## config.mk

```make
export PLATFORM = sky130hd
export DESIGN_NAME = mul_share_arbiter
export DESIGN_NICKNAME = d
export VERILOG_FILES = /design/src/rtl/mul_share_arbiter.sv
export SDC_FILE = /design/constraint.sdc
export NUM_CORES = 1
export LEC_CHECK = 0
export CAP_MARGIN = 0
export CORE_UTILIZATION = 41
export CTS_BUF_LIST = sky130_fd_sc_hd__clkbuf_16
export CTS_CLUSTER_SIZE = 30
export DETAILED_ROUTE_END_ITERATION = 8
export GPL_TIMING_DRIVEN = 1
export MAX_ROUTING_LAYER = met4
export PLACE_DENSITY = 0.87
export SYNTH_ARGS = -nofsm -noshare
export SYNTH_HDL_FRONTEND = slang
export SYNTH_SLANG_ARGS = --single-unit
```

## constraint.sdc

```tcl
create_clock -name clk -period 3.5 [get_ports clk]
set_input_delay 0.875 -clock clk [delete_from_list [all_inputs] [get_ports clk]]
set_output_delay 0.875 -clock clk [all_outputs]
set_load 0.03 [all_outputs]
```

## src/rtl/mul_share_arbiter.sv

```systemverilog
// rtl/mul_share_arbiter.sv - shares one pipelined 16x8 multiplier among NREQ requesters (option macro: MUL_SHARE_ARB_FIXED_PRI_EN)
module mul_share_arbiter #(
    parameter int NREQ    = 4,
    parameter int MUL_LAT = 4
) (
    input  logic                 clk,
    input  logic                 rst_n,
    input  logic [NREQ-1:0]      req_valid,
    input  logic [NREQ*16-1:0]   req_a,
    input  logic [NREQ*8-1:0]    req_b,
    output logic [NREQ-1:0]      req_ready,
    input  logic                 hold,
    output logic [15:0]          mul_a,
    output logic [7:0]           mul_b,
    input  logic [15:0]          mul_p,
    output logic [NREQ-1:0]      rsp_valid,
    output logic [15:0]          rsp_data,
    output logic                 busy
);

    localparam int IW = (NREQ > 1) ? $clog2(NREQ) : 1;

    logic [IW-1:0] gnt_idx;
    logic          gnt_found;
    logic          accept;
    logic [15:0]   sel_a;
    logic [7:0]    sel_b;
    int            lane;

    // One valid bit per multiplier stage plus the response stage; idx rides alongside.
    logic [MUL_LAT:0] tag_v;
    logic [IW-1:0]    tag_idx [MUL_LAT+1];

`ifndef MUL_SHARE_ARB_FIXED_PRI_EN
    logic [IW-1:0] rr_ptr;
`endif

    // Pick the winner: first valid lane scanning upward from the search start.
    always_comb begin
        gnt_found = 1'b0;
        gnt_idx   = '0;
        lane      = 0;
        for (int k = 0; k < NREQ; k++) begin
`ifdef MUL_SHARE_ARB_FIXED_PRI_EN
            lane = k;
`else
            lane = int'(rr_ptr) + k;
            if (lane >= NREQ) begin
                lane = lane - NREQ;
            end
`endif
            if (!gnt_found && req_valid[lane]) begin
                gnt_found = 1'b1;
                gnt_idx   = IW'(lane);
            end
        end
    end

    assign accept    = gnt_found & ~hold;
    assign req_ready = accept ? (NREQ'(1) << gnt_idx) : '0;
    assign sel_a     = req_a[int'(gnt_idx)*16 +: 16];
    assign sel_b     = req_b[int'(gnt_idx)*8 +: 8];

    // Operand registers feeding the multiplier; they hold when nothing is accepted.
    always_ff @(posedge clk) begin
        if (!rst_n) begin
            mul_a <= '0;
            mul_b <= '0;
        end else if (accept) begin
            mul_a <= sel_a;
            mul_b <= sel_b;
        end
    end

`ifndef MUL_SHARE_ARB_FIXED_PRI_EN
    // Round-robin pointer moves just past the lane that was served.
    always_ff @(posedge clk) begin
        if (!rst_n) begin
            rr_ptr <= '0;
        end else if (accept) begin
            rr_ptr <= (gnt_idx == IW'(NREQ - 1)) ? '0 : gnt_idx + IW'(1);
        end
    end
`endif

    // Tag valid bits advance every cycle; the multiplier never stalls.
    always_ff @(posedge clk) begin
        if (!rst_n) begin
            tag_v <= '0;
        end else begin
            tag_v <= {tag_v[MUL_LAT-1:0], accept};
        end
    end

    // Owner indices follow their valid bits; meaningless while the valid bit is low.
    always_ff @(posedge clk) begin
        tag_idx[0] <= gnt_idx;
        for (int k = 1; k <= MUL_LAT; k++) begin
            tag_idx[k] <= tag_idx[k-1];
        end
    end

    // Return the product to its owner when the oldest tag is valid; busy tracks post-shift tags.
    always_ff @(posedge clk) begin
        if (!rst_n) begin
            rsp_valid <= '0;
            rsp_data  <= '0;
            busy      <= 1'b0;
        end else begin
            rsp_valid <= tag_v[MUL_LAT] ? (NREQ'(1) << tag_idx[MUL_LAT]) : '0;
            if (tag_v[MUL_LAT]) begin
                rsp_data <= mul_p;
            end
            busy <= accept | (|tag_v[MUL_LAT-1:0]);
        end
    end

endmodule
```

==> results of run 1 <==
## sequential cells by signal, indices dropped and copies added, names as in the netlist
register   count
mul_a         16
tag_idx       10
rsp_data      16
rsp_valid      4
busy           1
rr_ptr         2
mul_b          8
tag_v          5
## cell usage after synthesis, types with 5 or more instances
library cell,count,area share (%)
buf_2,5,0.88
a21oi_1,29,5.1
buf_6,5,2.0
dfxtp_1,62,44
clkbuf_1,18,2.4
nor2_1,9,1.2
o21ai_0,26,4.6
and3_1,24,5.3
nor2b_1,19,4.2
a21boi_1,24,6.4
a221oi_1,24,7.4
mux2i_1,16,5.7
o21ai_1,24,4.2
nand2_1,5,0.66
and2_1,6,1.3
## stage by stage
| step | power, uW | std cells | cell area [um^2] |
|---|---|---|---|
| floorplan | 1034 | 317 | 2834 |
| global placement | 1259 | 540 | 4507 |
| detailed placement | 1270 | 540 | 4507 |
| CTS | 2144 | 556 | 4806 |
| global route | 2224 | 556 | 4806 |
| finish | 2130 | 556 | 4806 |
## metal layers
layer	up-vias	wire length, um	part of all wire (%)
met4	0	167	1.9
met1	1425	3602	41
li1	1488	-	-
met5	-	0	0
met2	160	4332	49
met3	15	740	8.4
## cell families after synthesis
logic type	count (synthesis)	synth area share, %
compound gates	134	29.93
buf+inv	33	5.916
flops	62	43.80
simple gates	72	14.70
mux	16	5.651
## power by group through the flow
stage	Combinational, uW	Clock (uW)	Sequential (uW)
3_5_place_dp	479	0	792
2_1_floorplan	191	0	843
4_1_cts	483	884	777
3_3_place_gp	470	0	789
6_report	480	872	777
5_1_grt	514	926	783
## area by class of cell
cell class              count  area, um^2  share of cell area, %
clock inverters             7       73.82                  1.536
inverters                   3       11.26                 0.2343
well taps                  77       96.34                  2.005
clock buffers               9       225.2                  4.686
repair buffers            176        1729                  35.98
multi-input cells         222        1429                  29.73
flip-flops and latches     62        1241                  25.83
## how the worst max path moves through the flow
stage / to / cells after the start / startpoint
detailed placement: req_ready[2] / 6 / req_valid[0]
finish: req_ready[2] / 6 / req_valid[0]
floorplan: req_ready[2] / 6 / req_valid[2]
global route: req_ready[2] / 6 / req_valid[0]
global placement: req_ready[2] / 6 / req_valid[0]
CTS: req_ready[2] / 6 / req_valid[0]
==> flow_metrics.tcl, run 1 <==
set metrics [dict create \
    status "finished clean" \
    synthArstFlopShare_pct 0 \
    final-setup-viol-count 0 \
    synthFlopType "dfxtp_1" \
    area_delta_synth_final_pct 69.58 \
    crit_chain "clkdlybuf4s50_1, nor2b_1, or4_4, nand3_1, nor2_1, buf_4" \
    min_period_over_period_pct 94.94 \
    powerDensity_mw_per_mm2 443.1 \
    syn-num-nets 436 \
    gr-usage-all-layers_pct 25.54 \
    final_cell_mix "clkdlybuf4s50_1 (163), dfxtp_1 (62), a21oi_1 (28)" \
    syn_area_per_cell_um2 8.940 \
    syn_inst 317 \
    synth_seq_area_share_pct 43.80 \
    slew-limit-headroom_pct 37.44 \
    tightestPinTransition_ns 0.9370 \
    grt_pass1_wl_mm 14.06 \
    grt_max_degree 51 \
    cts_num_sinks 62 \
    drive_gt1_share_pct 6.681 \
    finalHoldViolations 0 \
    design.die.area_mm2 0.007249 \
    rsz0062_at_grt "false" \
    dp_slack_ns 0.2184 \
    slew_viol_final 0 \
    p_seq_share_pct 36.5 \
    crit_buf_inv 2 \
    drv_cap 0 \
    antenna_found_initial 0 \
    worst-setup-path-type "in -> out" \
    required_ns 2.62 \
    ys_seq_elements 62 \
    clockBufferDepth 2 \
    hold_slack_ns 0.3226 \
    min_to "tag_idx[0][7]" \
    critPathCaptureType "output pin" \
    vias_per_cell 5.554 \
    core_area_mm2 0.006495 \
    drc 0 \
    io_pins 168 \
    wl_per_cell_um 15.90 \
    fin_nets 593 \
    drt-initial-drc-count 147 \
    place_congestion 0.7862 \
    utilization_pct 73.99 \
    dieHeight_um 85.14 \
    hold_buffers 0 \
    place_hpwl_mm 6.202 \
    syn_area_mm2 0.002834 \
    grt_pass1_vias 3000 \
    vdd_drop_max_uv 272.5 \
    leakage_uw 0.001809 \
    vias 3088 \
    finalSetupTns_ns 0 \
    drt-pass1-iter-count 4 \
    crit_family "simple AND/OR/NAND/NOR gates" \
    slowest_delay_ns 0.51 \
    setup.worst_path.start_class "primary input" \
    antenna_cells 0 \
    grt_util_met2_pct 43.84 \
    clkTransAtPathRegs_ns 0.05 \
    hold_depth 0 \
    layout_min_cycle_time_ns 3.323 \
    cts_resized 0 \
    p_sw_share_pct 26.92 \
    pwr-share-clk_pct 40.9 \
    r2r_start "rr_ptr[0]" \
    grt-busiest-layer "met2" \
    totalWireLength_mm 8.842 \
    r2r_setup_slack_ns 1.61 \
    max_freq_ghz 0.3009 \
    fillers 494 \
    htree_levels 3 \
    cts-root-buf "clkbuf_16" \
    met1_usage_pct 28.61 \
    timing.rr.end "mul_b[4]" \
    skew_ns 0.005524 \
    yosysUniqueCellTypes 30 \
    layout_setup_ws_ns 0.1770 \
    cts_tree "done" \
    min_from "tag_idx[0][5]" \
    clk_latency_ns 0.32 \
    synth_edf_count 0 \
    numPortBuffers 167 \
    p_comb_share_pct 22.6 \
    grtUsageMet3_pct 5.156 \
    die_x_um 85.14 \
    antenna_left 0 \
    min_path_type "reg -> reg" \
    internal_power_uw 1556 \
    cp.arrival_ns 2.45 \
    ys_warn_count 0 \
    cts_setup_buffers 0 \
    reg2reg_depth 6 \
    layout.cells.most_common "clkdlybuf4s50_1" \
    rows 29 \
    slowest_stage "clkdlybuf4s50_1" \
    overflow 0 \
    p_switching_uw 573.3 \
    cts_buffers 9 \
    cp_max_fo 6 \
    start_util_pct 43.63 \
]
Note: power is estimated with default switching activity, not from simulation.
==> run 2, diff against run 1 <==
Settings changed: CTS_CLUSTER_SIZE 30 to 40.
==> results of run 2 <==
Same layout as run 1: the final DEF is identical, and so are final timing and power.
==> run 3, diff against run 2 <==
Settings changed: SLEW_MARGIN set to 20.
==> results of run 3 <==
Same layout as run 1: the final DEF is identical, and so are final timing and power.
